File: config.mk
export PLATFORM = sky130hd
export DESIGN_NAME = ram_ctrl
export DESIGN_NICKNAME = d
export VERILOG_FILES = /design/src/rtl/ram_ctrl_pkg.sv /design/src/rtl/ram_ctrl.sv
export SDC_FILE = /design/constraint.sdc
export NUM_CORES = 1
export LEC_CHECK = 0
export ABC_AREA = 1
export CAP_MARGIN = 40
export CELL_PAD_IN_SITES_DETAIL_PLACEMENT = 1
export CELL_PAD_IN_SITES_GLOBAL_PLACEMENT = 1
export CORE_AREA = 3 3 63 65
export DETAILED_ROUTE_END_ITERATION = 12
export DIE_AREA = 0 0 66 68
export DONT_BUFFER_PORTS = 1
export PLACE_DENSITY = 0.88
export SYNTH_ARGS = -nofsm -noshare
export SYNTH_HDL_FRONTEND = slang
export SYNTH_SLANG_ARGS = --single-unit
export TNS_END_PERCENT = 10
File: constraint.sdc
create_clock -name clk -period 3.1 [get_ports clk]
set_clock_uncertainty 0.2 [all_clocks]
set_input_delay 0.93 -clock clk [delete_from_list [all_inputs] [get_ports clk]]
set_output_delay 0.93 -clock clk [all_outputs]
set_load 0.03 [all_outputs]
File: src/rtl/ram_ctrl_pkg.sv
// Shared types for the SRAM initiator: FSM state encodings and
// the strobe counter width.
package ram_ctrl_pkg;

  typedef enum logic [1:0] {
    ST_IDLE   = 2'd0,
    ST_SETUP  = 2'd1,
    ST_STROBE = 2'd2,
    ST_HOLD   = 2'd3
  } state_t;

  localparam int CNT_W = 4;

endpackage

File: src/rtl/ram_ctrl.sv
// Sequences one read/write request through SETUP, STROBE and HOLD on an
// async chip-select SRAM; all mem_* pins and rsp_* outputs are registered.
// Ports: clk, rst (async high); req_valid/ready/we/addr/wdata in;
// rsp_valid/we/rdata out; mem_addr/wdata/cs/we/oe out, mem_rdata in.
module ram_ctrl
  import ram_ctrl_pkg::*;
#(
  parameter int ADDR_WIDTH    = 8,
  parameter int DATA_WIDTH    = 8,
  parameter int STROBE_CYCLES = 2
) (
  input  logic                  clk,
  input  logic                  rst,
  input  logic                  req_valid,
  output logic                  req_ready,
  input  logic                  req_we,
  input  logic [ADDR_WIDTH-1:0] req_addr,
  input  logic [DATA_WIDTH-1:0] req_wdata,
  output logic                  rsp_valid,
  output logic                  rsp_we,
  output logic [DATA_WIDTH-1:0] rsp_rdata,
  output logic [ADDR_WIDTH-1:0] mem_addr,
  output logic [DATA_WIDTH-1:0] mem_wdata,
  input  logic [DATA_WIDTH-1:0] mem_rdata,
  output logic                  mem_cs,
  output logic                  mem_we,
  output logic                  mem_oe
);

  generate
    if (STROBE_CYCLES < 1 || STROBE_CYCLES > (2**CNT_W) - 1) begin : g_bad_strobe
      $error("ram_ctrl: STROBE_CYCLES out of range");
    end
  endgenerate

  localparam logic [CNT_W-1:0] LAST = CNT_W'(STROBE_CYCLES - 1);

  state_t                state, nxt_state;
  logic [CNT_W-1:0]      cnt, nxt_cnt;
  logic                  op_we, nxt_op_we;
  logic                  nxt_cs, nxt_mwe, nxt_moe;
  logic                  nxt_rv, nxt_rwe;
  logic [ADDR_WIDTH-1:0] nxt_addr;
  logic [DATA_WIDTH-1:0] nxt_wdata, nxt_rdata;

  assign req_ready = (state == ST_IDLE);

  always_ff @(posedge clk or posedge rst) begin
    if (rst) begin
      state <= ST_IDLE;
    end else begin
      state <= nxt_state;
    end
  end

  always_comb begin
    nxt_state = state;
    nxt_cnt   = cnt;
    nxt_op_we = op_we;
    nxt_addr  = mem_addr;
    nxt_wdata = mem_wdata;
    nxt_rdata = rsp_rdata;
    nxt_cs    = mem_cs;
    nxt_mwe   = 1'b0;
    nxt_moe   = 1'b0;
    nxt_rv    = 1'b0;
    nxt_rwe   = rsp_we;
    unique case (state)
      ST_IDLE: begin
        if (req_valid) begin
          nxt_state = ST_SETUP;
          nxt_op_we = req_we;
          nxt_addr  = req_addr;
          nxt_cs    = 1'b1;
          if (req_we) nxt_wdata = req_wdata;
        end
      end
      ST_SETUP: begin
        nxt_state = ST_STROBE;
        nxt_cnt   = '0;
        nxt_mwe   = op_we;
        nxt_moe   = !op_we;
      end
      ST_STROBE: begin
        nxt_cnt = cnt + 1'b1;
        if (cnt == LAST) begin
          // Sample the bus while oe is still high.
          nxt_state = ST_HOLD;
          nxt_rv    = 1'b1;
          nxt_rwe   = op_we;
          if (!op_we) nxt_rdata = mem_rdata;
        end else begin
          nxt_mwe = op_we;
          nxt_moe = !op_we;
        end
      end
      ST_HOLD: begin
        nxt_state = ST_IDLE;
        nxt_cs    = 1'b0;
      end
      default: nxt_state = ST_IDLE;
    endcase
  end

  always_ff @(posedge clk or posedge rst) begin
    if (rst) begin
      cnt       <= '0;
      op_we     <= 1'b0;
      mem_addr  <= '0;
      mem_wdata <= '0;
      mem_cs    <= 1'b0;
      mem_we    <= 1'b0;
      mem_oe    <= 1'b0;
      rsp_valid <= 1'b0;
      rsp_we    <= 1'b0;
      rsp_rdata <= '0;
    end else begin
      cnt       <= nxt_cnt;
      op_we     <= nxt_op_we;
      mem_addr  <= nxt_addr;
      mem_wdata <= nxt_wdata;
      mem_cs    <= nxt_cs;
      mem_we    <= nxt_mwe;
      mem_oe    <= nxt_moe;
      rsp_valid <= nxt_rv;
      rsp_we    <= nxt_rwe;
      rsp_rdata <= nxt_rdata;
    end
  end

endmodule

-- Yosys cells after proc, flatten, opt, wreduce, memory -nomap -nowiden
Cells that the tools add are included.
- $add $sub $neg: 1
- equal/unequal tests: 6
- mux-type cells: 12
- bitwise gates (word level): 1
- reductions and logical operators: 10
- operators by type and width (cell ; count):
    $pmux W2 S4 ; 1
    $pmux W4 S2 ; 1
    $reduce_and A2 Y1 ; 4
    $pmux W1 S2 ; 3
    $reduce_and A3 Y1 ; 2
    $mux W1 ; 5
    $add A4 B1 Y4 const B ; 1
    $eq A2 B2 Y1 const B ; 2
    $eq A4 B1 Y1 const B ; 1
    $mux W2 ; 2
    $ne A2 B2 Y1 const B ; 2
    $reduce_bool A2 Y1 ; 2
    $eq A2 B1 Y1 const B ; 1
    $logic_not A2 Y1 ; 1
    $logic_not A1 Y1 ; 1
    $not A1 Y1 ; 1
- register bits: 36
- input bits: 28
- logic and storage cells: 41

-- Longest topological paths before layout
- word-level depth: 3
- depth in mapped cells: 8
- depth with buffers taken out: 7

-- Worst setup path after synthesis
No wires, ideal clock.
- path type: flip-flop to output port
- start point: reg state[0]
- end point: out req_ready
- data arrival time: 830 ps
- data required time: 1970 ps
- slack: 1140 ps
- stages on the path, launching flop included: 3
- buffers on the path: 0
- path through: dfrtp_1 > inv_1 > ha_1
- cells in the longest elaborated chain, start to end: 1
- ends and longest elaborated chain (item ; line ; text):
    start: declaration ; ram_ctrl.sv:38 ; state_t state, nxt_state;
    start signal: assignment ; ram_ctrl.sv:52 ; state <= nxt_state;
    $logic_not A2 Y1 ; ram_ctrl.sv:46 ; assign req_ready = (state == ST_IDLE);
    end: declaration ; ram_ctrl.sv:15 ; output logic req_ready,
Every way passes these cells.

-- Final worst setup path
Ends and elaborated chain as after synthesis.

==> results.sh <==
export IMPL_numPortBuffers=0
export IMPL_async_flop_share=1.00
export IMPL_core_area_sq_mm=0.00339
export IMPL_grtUsageTotal=0.165
export IMPL_setup_violations_final=0
export IMPL_insertion_delay_ns=0.33
export IMPL_cts_tree="done"
export IMPL_gp_congestion=0.669
export IMPL_syn_inst=172
export IMPL_fin_nets=209
export IMPL_yosysMostFrequentCell="nand2_1"
export IMPL_drive_above_1_share=0.0795
export IMPL_path_delay_family="flip-flops"
export IMPL_synth_top_flop_cell="dfrtp_1"
export IMPL_path_cells="inv_1 > ha_1"
export IMPL_cp_data_arrival_time_ns=1.26
export IMPL_tns_ns=0
export IMPL_critPathRequiredTime_ns=1.97
export IMPL_yosys_register_bits=36
export IMPL_drv_slew=0
export IMPL_wl_per_cell_um=15.6
export IMPL_die_w_um=66
export IMPL_synth_nets=206
export IMPL_worstMarginPinSlew_ns=0.438
export IMPL_period_needed_ns=2.39
export IMPL_start_util=0.459
export IMPL_startpoint_type="flop"
export IMPL_area_delta_synth_final_pct=6.68
export IMPL_worst_path_largest_cell_delay_ns=0.43
export IMPL_max_slew_margin=0.708
export IMPL_num_rows=21
export IMPL_overflow=0
export IMPL_postCtsSetupBuffers=0
export IMPL_drt_total_wl_um=3460
export IMPL_numCtsBuffers=5
export IMPL_synth_distinct_cells=18
export IMPL_syn_avg_cell_area_sq_um=9.04
export IMPL_synth_edf_count=0
export IMPL_rsz0062_at_grt="false"
export IMPL_power_total_w=0.00211
export IMPL_final_fill_count=401
export IMPL_rr_startpoint="state[0]$_DFFE_PP0P_"
export IMPL_yosysWarnings=0
export IMPL_hold_viol_final=0
export IMPL_htree_levels=2
export IMPL_hpwl_um=2610
export IMPL_yosys_area_top_type_share=0.579
export IMPL_status="completed"
export IMPL_design_area_sq_mm=0.00166
export IMPL_synthTopCellsByArea="dfrtp_1 58%, nand2_1 17%, nand3_1 6.8%"
export IMPL_maxCapViolations=0
export IMPL_ys_seq_area_frac=0.579
export IMPL_root_buffer="clkbuf_4"
export IMPL_critical_path_endpoint_type="output port"
export IMPL_antenna_found_initial=0
export IMPL_cts_sinks=36
export IMPL_vias=1145
export IMPL_crit_fanout=4
export IMPL_fin_util=0.489
export IMPL_die_area_sq_mm=0.00449
export IMPL_peakVddDrop_mv=0.517
export IMPL_min_from="state[1]$_DFFE_PP0P_"
export IMPL_placed_cells=214
export IMPL_grt_pass1_vias=1235
export IMPL_ios=58
export IMPL_ctsResizeCount=0
export IMPL_fin_crit_sh=0.772
export IMPL_netlist_top_cells_count="72 x nand2_1, 36 x dfrtp_1, 21 x nand3_1"
export IMPL_synth_top_cell_by_area="dfrtp_1"
export IMPL_vias_per_cell=5.16
export IMPL_clkSlewWorstSetupHoldPaths_ns=0.11
export IMPL_antenna_left=0
export IMPL_drc=0
export IMPL_syn_area_sq_mm=0.00156
export IMPL_critPathKind="flop to output port"
export IMPL_max_freq_mhz=418
export IMPL_p_per_area_mw_per_mm2=1270
export IMPL_crit_buf_inv=1
export IMPL_dieHeight_um=68
export IMPL_hold_buffers=0
export IMPL_p_leak_nw=0.881
export IMPL_diodes=0
export IMPL_firstDrtPassIters=3
export IMPL_hold_class="flop to flop"
export IMPL_cts_buffer_depth=2
export IMPL_placed_area_sq_mm=0.00158
export IMPL_slowest_stage="dfrtp_1"
export IMPL_layout_cells_non_filler=222
export IMPL_crit_path_start="state[0]$_DFFE_PP0P_"
export IMPL_drt_initial_drc_count=45
export IMPL_grt_pass1_wl_um=5620
export IMPL_grt_start_max_net_pins=37
[final cells by class]
class	instances	area (sq um)	share of cell area
Sequential cell	36	901	0.543
Multi-Input combinational cell	121	579	0.349
Tap cell	46	57.6	0.0347
Clock buffer	6	41.3	0.0249
Inverter	10	37.5	0.0226
Clock inverter	2	35.0	0.0211
Timing Repair Buffer	1	7.51	0.00452
[routing by layer]
metal,part of all wire,vias to the layer above,routed length (um),GRT usage
met5,0,-,0,0
met4,0.013,0,44,0.0609
met3,0.081,5,282,0.0591
met2,0.51,45,1750,0.283
met1,0.40,546,1380,0.190
li1,-,549,-,-
[flip-flops by register name, summed over array words and instances (netlist names)]
register,flops
mem_oe,1
mem_cs,1
state,2
rsp_we,1
cnt,4
op_we,1
mem_we,1
rsp_valid,1
mem_wdata,8
rsp_rdata,8
mem_addr,8
[layout by cell type, fill, tap and decap left out, types with 3 or more instances in the layout]
master	count
a21oi_1	5
clkbuf_4	5
dfrtp_1	36
ha_1	6
inv_1	9
nand2_1	72
nand2_2	3
nand3_1	21
nor2_1	4
o21ai_0	5
[final timing paths]
| path | depth (start not counted) | endpoint | slack (ns) |
|---|---|---|---|
| setup / recovery | 2 | req_ready | 0.71 |
| hold / removal | 2 | state[1]$_DFFE_PP0P_ | 0.35 |
| setup reg to reg | 7 | mem_wdata[6]$_DFFE_PP0P_ | 1.02 |
| hold reg to reg | 2 | state[1]$_DFFE_PP0P_ | 0.35 |
| max in group asynchronous | 2 | state[1]$_DFFE_PP0P_ | 2.01 |
| min in group asynchronous | 2 | cnt[0]$_DFFE_PP0P_ | 0.38 |
[where the power goes]
group	internal (W)	leakage, nW	switching, W
logic	0.000195	0.387	0.000411
registers	0.000676	0.452	0.000508
clock network	0.000169	0.0422	0.000153
[through the flow]
stage               setup WS [ns]  hold slack, ns
CTS                         0.683           0.359
floorplan                    1.14           0.290
global placement             1.09           0.305
finish                      0.707           0.354
global route                0.635           0.381
detailed placement           1.00           0.326
[worst min-delay path: cells and delay by family, from the launching register on]
family           cells  cell delay, ns
AND/OR/NAND/NOR      2            0.12
flip-flops           1            0.40
[cell families (layout without fill, tap and decap cells)]
family | count (synthesis) | after routing | synth area share
DFF | 36 | 36 | 0.579
AOI/OAI and AO/OA | 11 | 11 | 0.0362
buffers and inverters | 15 | 19 | 0.0483
and+or+nand+nor | 104 | 104 | 0.288
adders and majority gates | 6 | 6 | 0.0483
Note: power is estimated with default switching activity, not from simulation.
